### src/rtl/frame_renderer.sv
// rtl/frame_renderer.sv - back-buffer clear and object rectangle rasteriser
// Clears port B to BG_COLOR, then fills each listed object as a screen-clipped rectangle.

package frame_renderer_pkg;
  typedef logic [23:0] pixel_t;
endpackage

module frame_renderer
  import frame_renderer_pkg::*;
#(
  parameter int     H_RES       = 640,
  parameter int     V_RES       = 480,
  parameter int     MAX_OBJECTS = 64,
  parameter pixel_t BG_COLOR    = '0,
  localparam int    OBJ_AW      = $clog2(MAX_OBJECTS)
) (
  input  logic              clock,
  input  logic              reset,
  input  logic              next_frame,
  output logic [9:0]        address_b_x,
  output logic [9:0]        address_b_y,
  output pixel_t            write_data_b,
  output logic              write_enable_b,
  input  pixel_t            data_b,
  output logic              object_buffer_read_end,
  output logic [OBJ_AW-1:0] obj_addr,
  input  logic [9:0]        obj_x,
  input  logic [9:0]        obj_y,
  input  logic [9:0]        obj_w,
  input  logic [9:0]        obj_h,
  input  pixel_t            obj_color,
  input  logic              obj_valid,
  input  logic              obj_xor,
  output logic              busy
);

  typedef enum logic [2:0] {
    IDLE,
    CLEAR,
    FETCH,
    LATCH,
    DRAW,
    XOR_RD,
    XOR_WR,
    DONE
  } state_t;

  localparam logic [10:0]       H_END    = 11'(H_RES);
  localparam logic [10:0]       V_END    = 11'(V_RES);
  localparam logic [9:0]        H_LAST   = 10'(H_RES - 1);
  localparam logic [9:0]        V_LAST   = 10'(V_RES - 1);
  localparam logic [OBJ_AW-1:0] OBJ_LAST = OBJ_AW'(MAX_OBJECTS - 1);

  state_t      state;
  pixel_t      wdata;
  pixel_t      color_r;
  logic [9:0]  x_start;
  logic [9:0]  x_last;
  logic [9:0]  y_last;

  logic [10:0] x_sum;
  logic [10:0] y_sum;
  logic [9:0]  x_last_c;
  logic [9:0]  y_last_c;
  logic        skip;
  logic        last_col;
  logic        last_row;
  logic        last_obj;

  // Sums are 11 bits wide so obj_x + obj_w can never wrap past the screen edge.
  always_comb begin
    x_sum    = {1'b0, obj_x} + {1'b0, obj_w};
    y_sum    = {1'b0, obj_y} + {1'b0, obj_h};
    x_last_c = (x_sum > H_END) ? H_LAST : 10'(x_sum - 11'd1);
    y_last_c = (y_sum > V_END) ? V_LAST : 10'(y_sum - 11'd1);
    skip     = (obj_w == 10'd0) || (obj_h == 10'd0) ||
               ({1'b0, obj_x} >= H_END) || ({1'b0, obj_y} >= V_END);
    last_col = (address_b_x == x_last);
    last_row = (address_b_y == y_last);
    last_obj = (obj_addr == OBJ_LAST);
  end

  // Read data arrives in the WR cycle, so the XOR result cannot be registered ahead of it.
  assign write_data_b = (state == XOR_WR) ? (data_b ^ color_r) : wdata;

  always_ff @(posedge clock) begin
    if (!reset) begin
      state                  <= IDLE;
      address_b_x            <= '0;
      address_b_y            <= '0;
      wdata                  <= '0;
      write_enable_b         <= 1'b0;
      object_buffer_read_end <= 1'b0;
      obj_addr               <= '0;
      busy                   <= 1'b0;
      color_r                <= '0;
      x_start                <= '0;
      x_last                 <= '0;
      y_last                 <= '0;
    end else begin
      object_buffer_read_end <= 1'b0;
      case (state)
        IDLE: begin
          if (next_frame) begin
            state          <= CLEAR;
            busy           <= 1'b1;
            address_b_x    <= '0;
            address_b_y    <= '0;
            wdata          <= BG_COLOR;
            write_enable_b <= 1'b1;
          end
        end
        CLEAR: begin
          if (address_b_x == H_LAST) begin
            address_b_x <= '0;
            if (address_b_y == V_LAST) begin
              write_enable_b <= 1'b0;
              obj_addr       <= '0;
              state          <= FETCH;
            end else begin
              address_b_y <= address_b_y + 10'd1;
            end
          end else begin
            address_b_x <= address_b_x + 10'd1;
          end
        end
        FETCH: state <= LATCH;
        LATCH: begin
          if (!obj_valid) begin
            state                  <= DONE;
            object_buffer_read_end <= 1'b1;
          end else if (skip) begin
            // A skipped entry at the last index must not wrap the list pointer.
            if (last_obj) begin
              state                  <= DONE;
              object_buffer_read_end <= 1'b1;
            end else begin
              obj_addr <= obj_addr + 1'b1;
              state    <= FETCH;
            end
          end else begin
            color_r     <= obj_color;
            wdata       <= obj_color;
            x_start     <= obj_x;
            x_last      <= x_last_c;
            y_last      <= y_last_c;
            address_b_x <= obj_x;
            address_b_y <= obj_y;
            if (obj_xor) begin
              write_enable_b <= 1'b0;
              state          <= XOR_RD;
            end else begin
              write_enable_b <= 1'b1;
              state          <= DRAW;
            end
          end
        end
        XOR_RD: begin
          write_enable_b <= 1'b1;
          state          <= XOR_WR;
        end
        DRAW, XOR_WR: begin
          if (last_col && last_row) begin
            write_enable_b <= 1'b0;
            if (last_obj) begin
              state                  <= DONE;
              object_buffer_read_end <= 1'b1;
            end else begin
              obj_addr <= obj_addr + 1'b1;
              state    <= FETCH;
            end
          end else begin
            if (last_col) begin
              address_b_x <= x_start;
              address_b_y <= address_b_y + 10'd1;
            end else begin
              address_b_x <= address_b_x + 10'd1;
            end
            if (state == XOR_WR) begin
              write_enable_b <= 1'b0;
              state          <= XOR_RD;
            end
          end
        end
        DONE: begin
          busy  <= 1'b0;
          state <= IDLE;
        end
        default: state <= IDLE;
      endcase
    end
  end

endmodule
### config.mk
export PLATFORM = sky130hd
export DESIGN_NAME = frame_renderer
export DESIGN_NICKNAME = d
export VERILOG_FILES = /design/src/rtl/frame_renderer.sv
export SDC_FILE = /design/constraint.sdc
export NUM_CORES = 1
export LEC_CHECK = 0
export ABC_AREA = 0
export ABC_CLOCK_PERIOD_IN_PS = 6400
export CAP_MARGIN = 15
export CORE_ASPECT_RATIO = 0.75
export CORE_MARGIN = 3
export CORE_UTILIZATION = 35
export CTS_BUF_LIST = sky130_fd_sc_hd__clkbuf_16
export DETAILED_ROUTE_END_ITERATION = 7
export GPL_TIMING_DRIVEN = 0
export REMOVE_ABC_BUFFERS = 1
export SETUP_SLACK_MARGIN = 0.15
export SLEW_MARGIN = 20
export SYNTH_ARGS = -nofsm -noshare
export SYNTH_HDL_FRONTEND = slang
export SYNTH_SLANG_ARGS = --single-unit
### constraint.sdc
create_clock -name clock -period 6.4 [get_ports clock]
set_clock_uncertainty 0.1 [all_clocks]
set_input_delay 0.64 -clock clock [delete_from_list [all_inputs] [get_ports clock]]
set_output_delay 0.64 -clock clock [all_outputs]
set_load 0.02 [all_outputs]
==> impl_metrics.py, run 1 <==
metrics = {
    "pwr": {
        "p_clk_frac": 0.324,
        "combPwrFrac": 0.270,
        "switching_share": 0.3245,
        "worst_ir_drop_vdd_mv": 0.1405,
        "internal_power_mw": 1.218,
        "power_density_mw_per_mm2": 208.2,
        "finalPower_mw": 1.804,
        "switching_power_mw": 0.5853,
        "p_seq_frac": 0.405,
        "leakage_nw": 3.007,
    },
    "final_layout": {
        "fin_nets": 1086,
        "drive_gt1_frac": 0.03818,
        "final_cells": 1211,
        "num_antenna_cells": 0,
        "fill_cells": 1791,
        "area_delta_synth_final_pct": 30.59,
    },
    "clock_network": {
        "tritoncts": "done",
        "postCtsSetupBuffers": 0,
        "holdBufCountCts": 0,
        "cts.reportedPaths.clkPinSlew_ps": 80,
        "clock_latency_ps": 340,
        "cts_resized": 0,
        "clockBufferDepth": 2,
        "htreeDepth": 3,
        "clockRootBuffer": "clkbuf_16",
        "numCtsBuffers": 9,
        "clkSinkCount": 110,
    },
    "global_route": {
        "grt_usage": 0.1897,
        "grt_start_max_net_pins": 66,
        "grt_pass1_vias": 6069,
        "antenna_found_initial": 0,
        "grt-ovfl-total": 0,
        "grt_pass1_wl_mm": 32.37,
    },
    "synthesis": {
        "syn_inst": 850,
        "synth-edff-count": 0,
        "synth_area_leaders": "dfxtp_1 33%, nand2_1 8.4%, xnor2_1 7.3%, a21oi_1 7.0%, ha_1 5.1%",
        "synth-seq-cells": 110,
        "yosysWarningCount": 0,
        "synth_top_cell_by_area": "dfxtp_1",
        "synth_common_cells": "149 x nand2_1, 110 x dfxtp_1, 93 x a21oi_1",
        "ys_seq_area_frac": 0.3319,
        "yosys.cell_count.top_type": "nand2_1",
        "async_flop_share": 0,
        "synth_flop_cell": "dfxtp_1",
        "avgSynthCellArea_um2": 7.806,
        "syn_area_mm2": 0.006635,
        "synthDistinctLibCells": 69,
        "synth_top_area_frac": 0.3319,
    },
    "die": {
        "dieArea_mm2": 0.02066,
        "std_cell_rows": 42,
        "start_util": 0.3660,
        "die_h_um": 125.2,
        "dieWidth_um": 165.0,
        "ioPinCount": 146,
        "core-area_mm2": 0.01813,
    },
    "worst_setup_path": {
        "worst_setup_path_start_kind": "flip-flop",
        "worstSetupEndpointType": "flip-flop",
        "crit_fanout": 20,
        "path_class": "reg2reg",
        "rrSetupSlack_ps": 2390,
        "reg2reg_to": "y_last[9]",
        "crit_required_ps": 6580,
        "r2r_start": "state[1]",
        "rr_worst_depth": 8,
        "crit_arrival_ps": 4190,
    },
    "timing": {
        "setup_tns_ps": 0,
        "final-setup-viol-count": 0,
        "finalCritPeriodShare": 0.6269,
        "relSlewSlack": 0.3867,
        "max_freq_ghz": 0.2492,
        "rsz0062_at_grt": "false",
        "fin_crit_ps": 4012,
        "tightest_slew_ps": 913.8,
        "hold_violations": 0,
        "drv_slew": 0,
        "hold_slack_ps": 354.8,
    },
    "hold_path": {
        "whs_path_depth": 2,
        "holdPathEnd": "wdata[0]",
        "hp-class": "reg2reg",
        "hp-start": "wdata[0]",
    },
    "run": {
        "drv_cap": 0,
    },
    "drt": {
        "drt-initial-drc-count": 506,
        "antenna_left": 0,
        "wirelength_mm": 20.11,
        "drc": 0,
        "drt_pass1_iterations": 7,
        "vias_per_cell": 5.378,
        "wl_per_cell_um": 16.60,
        "vias": 6513,
    },
    "placed_design": {
        "hpwl_mm": 15.02,
        "place.gp.congestion": 0.8631,
        "port_buffers": 145,
        "placed_cells": 1195,
    },
    "outcome": {
        "outcome": "finished, final reports clean",
    },
}
[critical path: stages (launching register included)]
cell,delay [ps]
dfxtp_1,640
and3b_1,840
nand2_1,110
nand4b_1,570
buf_6,350
a2111oi_0,410
o21ai_1,210
or4_1,550
a21oi_1,150
[logic make-up (layout without fill, tap and decap cells)]
kind of cell | Yosys count | after routing | share of synthesized area
AO/OA/AOI/OAI | 249 | 249 | 0.2448
XOR/XNOR | 72 | 72 | 0.09504
adder cells (fa/ha/maj) | 29 | 29 | 0.05695
buffers and inverters | 69 | 188 | 0.03960
flip-flops | 110 | 110 | 0.3319
multiplexers | 2 | 2 | 0.003206
AND/OR/NAND/NOR | 319 | 319 | 0.2286
[power groups by stage]
stage               registers, mW  clock network [mW]  logic [mW]
floorplan                   0.750                   0       0.284
CTS                         0.730               0.599       0.484
global placement            0.746                   0       0.472
detailed placement          0.746                   0       0.481
global route                0.734               0.629       0.538
finish                      0.731               0.585       0.488
[cell type report]
cell class	count	area [um2]	area share
multi-input combinational	671	4195	0.4842
inverter	20	77.57	0.008953
tap	242	302.8	0.03495
clock inverter	7	82.58	0.009531
timing repair buffer	152	1579	0.1822
clock buffer	9	225.2	0.02599
sequential	110	2202	0.2542
[cells in the final DEF (no fill, tap or decap), types with 4 or more instances in the layout]
| cell | n |
|---|---|
| a211oi_1 | 5 |
| a21o_1 | 8 |
| a21oi_1 | 93 |
| a221oi_1 | 4 |
| a222oi_1 | 8 |
| and2_1 | 4 |
| and3_1 | 9 |
| clkbuf_16 | 9 |
| clkdlybuf4s50_1 | 144 |
| dfxtp_1 | 110 |
| ha_1 | 27 |
| inv_1 | 20 |
| nand2_1 | 148 |
| nand2b_1 | 8 |
| nand3_1 | 30 |
| nand4_1 | 12 |
| nand4b_1 | 5 |
| nor2_1 | 46 |
| nor2b_1 | 6 |
| nor3_1 | 16 |
| nor3b_1 | 4 |
| nor4_1 | 8 |
| o211ai_1 | 5 |
| o21a_1 | 6 |
| o21ai_0 | 39 |
| o21ai_1 | 18 |
| o221a_1 | 16 |
| o2bb2ai_1 | 4 |
| o31ai_1 | 7 |
| or4_1 | 5 |
| xnor2_1 | 55 |
| xor2_1 | 17 |
[worst max-delay path by stage]
stage / start / to / slack [ps] / depth (start not counted)
after global placement: obj_y[6] / color_r[13] / 570 / 7
after floorplan: state[1] / y_last[9] / 2870 / 7
final: state[1] / y_last[9] / 2390 / 8
after CTS: state[1] / y_last[9] / 2500 / 8
after detailed placement: obj_x[0] / x_last[8] / 2370 / 11
after global routing: state[1] / y_last[9] / 2180 / 8
[sequential cells by signal, indices dropped and copies added (netlist names)]
name / count
color_r: 24
wdata: 24
address_b_x: 10
address_b_y: 10
x_last: 10
x_start: 10
y_last: 10
obj_addr: 6
state: 3
busy: 1
object_buffer_read_end: 1
write_enable_b: 1
[stage by stage]
step | utilization | instance area (um2) | setup slack (ps)
floorplan | - | 6447 | 2871
global placement | 0.4524 | 8202 | 571.5
detailed placement | 0.4607 | 8353 | 2371
CTS | 0.4777 | 8661 | 2498
global route | 0.4779 | 8665 | 2183
finish | 0.4779 | 8665 | 2388
[routing by layer]
layer  part of all wire  up-vias  track usage
li1                   -     3287            -
met1               0.51     3048       0.2932
met2               0.43      163       0.2826
met3              0.051       15      0.02712
met4             0.0081        0      0.02909
met5                  0        -            0
Note: power is estimated with default switching activity, not from simulation.
==> run 2: changes to the inputs <==
--- a/config.mk
+++ b/config.mk
@@ -6,7 +6,7 @@
 export NUM_CORES = 1
 export LEC_CHECK = 0
 export ABC_AREA = 0
-export ABC_CLOCK_PERIOD_IN_PS = 6400
+export ABC_CLOCK_PERIOD_IN_PS = 3800
 export CAP_MARGIN = 15
 export CORE_ASPECT_RATIO = 0.75
 export CORE_MARGIN = 3
==> constraint.sdc (replaced) <==
create_clock -name clock -period 3.8 [get_ports clock]
set_clock_uncertainty 0.1 [all_clocks]
set_input_delay 0.38 -clock clock [delete_from_list [all_inputs] [get_ports clock]]
set_output_delay 0.38 -clock clock [all_outputs]
set_load 0.02 [all_outputs]
==> impl_metrics.py, run 2 (same netlist as run 1, synthesis figures left out) <==
metrics = {
    "outcome": {
        "outcome": "finished, final reports clean",
    },
    "global_route": {
        "grt_usage": 0.1897,
        "grt_pass1_vias": 6069,
        "grt_pass1_wl_mm": 32.37,
        "antenna_found_initial": 0,
        "grt_start_max_net_pins": 66,
        "grt-ovfl-total": 0,
    },
    "drt": {
        "wirelength_mm": 20.19,
        "drt-initial-drc-count": 574,
        "wl_per_cell_um": 16.65,
        "vias_per_cell": 5.391,
        "vias": 6539,
        "drc": 0,
        "antenna_left": 0,
        "drt_pass1_iterations": 5,
    },
    "pwr": {
        "leakage_nw": 3.014,
        "finalPower_mw": 3.041,
        "power_density_mw_per_mm2": 349.9,
        "worst_ir_drop_vdd_mv": 0.2364,
    },
    "die": {
        "ioPinCount": 146,
        "core-area_mm2": 0.01813,
        "die_h_um": 125.2,
        "dieWidth_um": 165.0,
        "std_cell_rows": 42,
        "start_util": 0.3660,
        "dieArea_mm2": 0.02066,
    },
    "placed_design": {
        "place.gp.congestion": 0.8631,
        "hpwl_mm": 15.02,
        "port_buffers": 145,
        "place_ws_ps": -49.87,
    },
    "worst_setup_path": {
        "path_class": "in2reg",
        "cp_cell_sequence": "clkdlybuf4s50_1 -> ha_1 -> inv_1 -> fa_1 -> nor2b_1 -> o21ai_1 -> a311oi_2 -> nand4b_1 -> nor3_1 -> mux2_1 -> o21ai_1",
        "worst_setup_path_start_kind": "input port",
        "r2r_start": "state[1]",
        "cpMostUsedCell": "o21ai_1",
        "cpMaxStageDelayCell": "clkdlybuf4s50_1",
        "rr_worst_depth": 8,
        "crit_path_end": "x_last[8]",
        "worstSetupEndpointType": "flip-flop",
        "critPathMaxStageDelay_ps": 530,
        "crit_fanout": 3,
        "rrSetupSlack_ps": 520,
        "reg2reg_to": "y_last[9]",
        "crit_required_ps": 3980,
        "crit_path_start": "obj_x[0]",
        "crit_arrival_ps": 3520,
    },
    "timing": {
        "worst_slack_ps": 459.7,
        "hold_violations": 0,
        "max_freq_ghz": 0.2994,
        "relSlewSlack": 0.4022,
        "rsz0062_at_grt": "false",
        "final-setup-viol-count": 0,
        "drv_slew": 0,
        "fin_crit_ps": 3340,
        "finalCritPeriodShare": 0.8790,
        "tightest_slew_ps": 890.7,
    },
    "clock_network": {
        "clock_latency_ps": 350,
        "clockBufferDepth": 2,
        "clkSinkCount": 110,
        "numCtsBuffers": 9,
        "clockRootBuffer": "clkbuf_16",
        "htreeDepth": 3,
        "cts.reportedPaths.clkPinSlew_ps": 80,
        "holdBufCountCts": 0,
        "tritoncts": "done",
    },
    "final_layout": {
        "fin_nets": 1088,
        "drive_gt1_frac": 0.04222,
        "area_delta_synth_final_pct": 30.96,
        "multi_input_area_mm2": 0.004205,
        "num_antenna_cells": 0,
        "top_regs": "color_r: 24 flops, wdata: 24 flops",
        "final_common_cell": "nand2_1",
        "ff_latch_area_mm2": 0.002202,
        "fill_cells": 1784,
        "final_cell_mix": "148 x nand2_1, 144 x clkdlybuf4s50_1, 110 x dfxtp_1, 93 x a21oi_1, 55 x xnor2_1",
        "fin_util": 0.4793,
    },
    "run": {
        "drv_cap": 0,
    },
    "hold_path": {
        "whs_path_depth": 3,
        "hp-class": "in2reg",
    },
}
run 2: changes by cell type in the layout (fill, tap and decap cells not counted), sizes merged:
cell and delta:
buf +2
run 2: repair_timing:
action,4_1_cts,5_1_grt
setup endpoints to repair,9,19
cloned,0,0
resized for setup,1,2
pin swaps,0,0
setup buffers,0,2
run 2: how the worst min path moves through the flow:
stage                  start             end  slack [ps]
global route           reset  address_b_y[0]         250
finish                 reset  address_b_y[0]         250
detailed placement  wdata[0]        wdata[0]         350
global placement    wdata[1]        wdata[1]         340
CTS                    reset  address_b_y[0]         240
floorplan           wdata[0]        wdata[0]         330
run 2: metrics by stage:
stage	std cells	cell area [um2]	TNS, ps	hold WS [ps]
after floorplan	801	6447	0	332.2
after global placement	1188	8202	-132520	340.2
after detailed placement	1195	8353	-127.4	345.6
after CTS	1211	8662	0	238.7
after global routing	1213	8690	0	250.6
final	1213	8690	0	253.3
run 2: where the power goes:
group          leakage, nW  internal [mW]  total, mW  switching [mW]
Combinational         1.97          0.349      0.823           0.474
Sequential           0.888           1.18       1.23          0.0503
Clock                0.155          0.524      0.987           0.462
run 2: worst max-delay path: cells and delay by family:
kind / cells / cell delay, ps
simple gates: 3 / 810
compound gates: 3 / 750
fa+ha+maj: 2 / 620
buf+inv: 2 / 590
mux: 1 / 360
run 2: per-layer routing:
| layer | vias to the layer above | global-route usage | wire, um |
|---|---|---|---|
| met5 | - | 0 | 0 |
| li1 | 3296 | - | - |
| met4 | 0 | 0.02909 | 167 |
| met1 | 3075 | 0.2932 | 10260 |
| met3 | 15 | 0.02712 | 1041 |
| met2 | 153 | 0.2826 | 8721 |
run 2: area by class of cell:
type	instances	share of cell area
timing repair buffer	154	0.1834
sequential	110	0.2534
tap	242	0.03485
clock inverter	7	0.009503
clock buffer	9	0.02592
multi-input combinational	671	0.4839
inverter	20	0.008927
==> run 3: changes to the inputs <==
--- a/config.mk
+++ b/config.mk
@@ -16,6 +16,7 @@
 export GPL_TIMING_DRIVEN = 0
 export REMOVE_ABC_BUFFERS = 1
 export SETUP_SLACK_MARGIN = 0.15
+export SKIP_LAST_GASP = 1
 export SLEW_MARGIN = 20
 export SYNTH_ARGS = -nofsm -noshare
 export SYNTH_HDL_FRONTEND = slang
==> results of run 3 <==
No change in the layout: final DEF, timing and power equal those of run 2.
==> patch 1, RTL diff (flow settings as in run 2) <==
Re-encode `state_t` (8 states) as one-hot, 8 bits wide.
--- a/src/rtl/frame_renderer.sv
+++ b/src/rtl/frame_renderer.sv
@@ -34,15 +34,15 @@
   output logic              busy
 );
 
-  typedef enum logic [2:0] {
-    IDLE,
-    CLEAR,
-    FETCH,
-    LATCH,
-    DRAW,
-    XOR_RD,
-    XOR_WR,
-    DONE
+  typedef enum logic [7:0] {
+    IDLE   = 8'b00000001,
+    CLEAR  = 8'b00000010,
+    FETCH  = 8'b00000100,
+    LATCH  = 8'b00001000,
+    DRAW   = 8'b00010000,
+    XOR_RD = 8'b00100000,
+    XOR_WR = 8'b01000000,
+    DONE   = 8'b10000000
   } state_t;
 
   localparam logic [10:0]       H_END    = 11'(H_RES);
Check against the original RTL: same outputs for any inputs over 4 cycles, from zero or initial values and one cycle with reset low; so few cycles prove little.
==> patch 1 against run 2 <==
Die area grew 3.5%. Worst hold slack gained 0.056 ns. Wire length grew 0.53%. Clock power grew 82%. Power grew 19%. Core utilization grew 1.3 points. Setup slack lost 0.17 ns. Sequential cell count grew 5. Design area grew 7.1%. Maximum frequency shrank 4.8%. Via count grew 2.9%. Sequential share of layout area shrank 0.60 points. Area after synthesis grew 3.7%. Critical endpoint is now write_data_b[10]. Highest routed layer unchanged.
==> patch 1: results (changes against run 2) <==
Synth cell count leaders -> 139 x nand2_1, 115 x dfxtp_1, 112 x a21oi_1 (was 149 x nand2_1, 110 x dfxtp_1, 93 x a21oi_1)
Via count -> 6,726 (was 6,539)
Post-Route WL -> 20.3 mm (was 20.2 mm)
TritonCTS Buffers -> 17 (was 9)
First-pass GRT wire length -> 32.4 mm (about the same)
DP Area -> 0.00863 mm² (was 0.00835 mm²)
M1 GR Usage -> 27.3% (was 29.3%)
Starting DRC count in detailed routing -> 435 (was 574)
Net count, final -> 1,128 (was 1,088)
Filler cells -> 1,847 (was 1,784)
Leak pwr -> 3.37 nW (was 3.01 nW)
Clk_lat worst skew -> 0.41 ns (was 0.35 ns)
HPWL Detailed -> 14.9 mm (was 15.0 mm)
Final GP Congestion -> 0.827 (was 0.863)
Placed Instances -> 1,233 (was 1,195)
Slowest stage cell on the critical path -> or4_1 (was clkdlybuf4s50_1)
Worst Path Max Fanout -> 27 (was 3)
Data arrival, critical path -> 3.03 ns (was 3.52 ns)
Met2 Usage GRT -> 27.5% (was 28.3%)
Vias in the first global route -> 6,279 (was 6,069)
Clock-pin slew on the worst setup and hold paths -> 0.05 ns (was 0.08 ns)
Status -> finished clean (unchanged)
Global Route met3 Usage -> 3.74% (was 2.71%)
Yosys cell types -> 77 (was 69)
Seq/Total Area, Yosys -> 33.5% (was 33.2%)
Tot GR Track Use -> 18.5% (was 19.0%)
[patch 1: worst paths after layout]
kind | endpoint | slack [ns] | startpoint
max | write_data_b[10] | 0.29 | state[2]$_SDFFE_PN0P_
min | address_b_y[2]$_SDFFE_PN0P_ | 0.31 | reset
max reg2reg | address_b_y[7]$_SDFFE_PN0P_ | 0.51 | state[0]$_SDFFE_PN1P_
min reg2reg | wdata[17]$_SDFFE_PN0P_ | 0.35 | wdata[17]$_SDFFE_PN0P_
[patch 1: repair_timing]
item | in CTS | in global routing
gates cloned | 0 | 1
hold buffers | 0 | 0
endpoints found under the setup margin | 13 | 5
pin swaps | 0 | 1
gates resized for setup | 1 | 1
[patch 1: area by class of cell]
| cell class | instances | area (µm²) | area share [%] |
|---|---|---|---|
| tap | 247 | 309 | 3.32 |
| timing repair buffer | 155 | 1610 | 17.3 |
| sequential | 115 | 2300 | 24.7 |
| clock inverter | 15 | 238 | 2.55 |
| inverter | 26 | 100 | 1.08 |
| multi-input combinational | 691 | 4330 | 46.5 |
| clock buffer | 17 | 425 | 4.57 |
[patch 1: routing by layer]
metal	share of wire (%)	routed length, µm
met1	51	10300
met4	0.86	175
met5	0	0
met3	5.3	1070
met2	43	8740
[patch 1: where the power goes]
part,internal [W],total (W),switching (W)
logic,0.000265,0.000586,0.000321
registers,0.00122,0.00123,0.0000166
clock network,0.00122,0.00180,0.000577
[patch 1: metrics by stage]
stage	setup TNS, ns	hold slack, ns	util [%]
2_1_floorplan	0	0.336	-
3_3_place_gp	-128.72	0.341	44.8
3_5_place_dp	0	0.347	45.7
4_1_cts	0	0.292	49.2
5_1_grt	0	0.317	49.3
6_report	0	0.309	49.3
[patch 1: logic make-up (layout without fill, tap and decap cells)]
family                   after synthesis  after routing  share of synthesized area [%]
flip-flops                           115            115                           33.5
multiplexers                           6              6                          0.891
adder cells (fa/ha/maj)               29             29                           5.49
AO/OA/AOI/OAI                        248            248                           22.8
AND/OR/NAND/NOR                      336            337                           24.3
XOR/XNOR                              71             71                           9.04
buffers and inverters                 66            213                           4.06
[patch 1: critical path, delay by kind of cell (launching register included)]
family / cells / cell delay, ns
AND/OR/NAND/NOR: 4 / 1.29
buffers and inverters: 2 / 0.83
AO/OA/AOI/OAI: 1 / 0.12
flip-flops: 1 / 0.36
==> patch 2, RTL diff (settings of run 2) <==
Made on the original files. Set the parameter `MAX_OBJECTS` to 32 (it was 64).
--- a/src/rtl/frame_renderer.sv
+++ b/src/rtl/frame_renderer.sv
@@ -10,7 +10,7 @@
 #(
   parameter int     H_RES       = 640,
   parameter int     V_RES       = 480,
-  parameter int     MAX_OBJECTS = 64,
+  parameter int     MAX_OBJECTS = 32,
   parameter pixel_t BG_COLOR    = '0,
   localparam int    OBJ_AW      = $clog2(MAX_OBJECTS)
 ) (
Interface: changed (resized obj_addr); port bits go from 146 to 145. The function was not compared with the original's and may differ.
==> patch 2 against run 2 <==
Clock power fell by 9.8%. Synthesized cell count decreased by 3.1%. Setup slack worse by 0.016 ns. Wire length down 4.5%. Sequential share of layout area rose by 0.19 points. Sequential cell count fell by 1. Area after synthesis is 1.2% lower. Design area decreased by 1.6%. Power fell by 0.35%. Via count is 3.1% lower. Critical endpoint is now x_last[2]$_SDFFE_PN0P_.
==> patch 2: results (changes against run 2) <==
Net count, final -> 1,066 (was 1,088)
Clock network area share -> 3.24% (was 3.54%)
Buffers on Ports -> 144 (was 145)
DRT met1 WL -> 10.1 mm (was 10.3 mm)
Global Route met3 Usage -> 3.59% (was 2.71%)
Yosys cell types -> 70 (was 69)
Filler cells -> 1,796 (was 1,784)
Clock Sinks -> 109 (was 110)
M1 GR Usage -> 28.3% (was 29.3%)
Multi-input combinational area share -> 49.0% (was 48.4%)
Layout non-clock buf frac -> 17.9% (was 18.3%)
Sequential cell fraction of total power -> 40.8% (was 40.5%)
Core Footprint -> 0.0180 mm² (was 0.0181 mm²)
Reg2Reg Depth -> 7 (was 8)
Worst r2r dst -> address_b_y[7]$_SDFFE_PN0P_ (was y_last[9]$_SDFFE_PN0P_)
Final GP Congestion -> 0.850 (was 0.863)
P_comb -> 0.000904 W (was 0.000823 W)
Starting DRC count in detailed routing -> 454 (was 574)
Via count -> 6,338 (was 6,539)
Leak pwr -> 2.94 nW (was 3.01 nW)
R2R Path Start -> address_b_x[6]$_SDFFE_PN0P_ (was state[1]$_SDFFE_PN0P_)
Post-Route WL -> 19.3 mm (was 20.2 mm)
Status -> finished clean (unchanged)
Inverters excl. clock -> 18 (was 20)
Int Power -> 0.00202 W (was 0.00205 W)
Worst-margin pin slew -> 1.09 ns (was 0.891 ns)
Final Util -> 47.4% (was 47.9%)
Fraction of layout cells with a size suffix above 1 -> 5.91% (was 4.22%)
Vias in the first global route -> 5,811 (was 6,069)
Largest net degree at the start of global routing -> 67 (was 66)
## patch 2: cell count changes in the layout (fill, tap and decap cells not counted), sizes merged, moves of 4 or more
cell,change
nand2,-4
nand3,+6
a311oi,+4
mux2i,+4
nor2,-11
nand4b,-5
or2,+4
o21a,-4
o21ai,-11
a221oi,+5
o221a,-8
inv,-4
o2bb2ai,+4
## patch 2: what timing repair did
action / 4_1_cts / 5_1_grt
gates resized for setup: 1 / 0
buffers inserted: 0 / 3
gates cloned: 1 / 0
pin swaps: 1 / 1
endpoints found under the setup margin: 8 / 1
## patch 2: stage by stage
step | cells | total power [W]
5_1_grt | 1190 | 0.00321
2_1_floorplan | 781 | 0.00181
4_1_cts | 1187 | 0.00306
3_3_place_gp | 1167 | 0.00214
6_report | 1190 | 0.00303
3_5_place_dp | 1170 | 0.00215
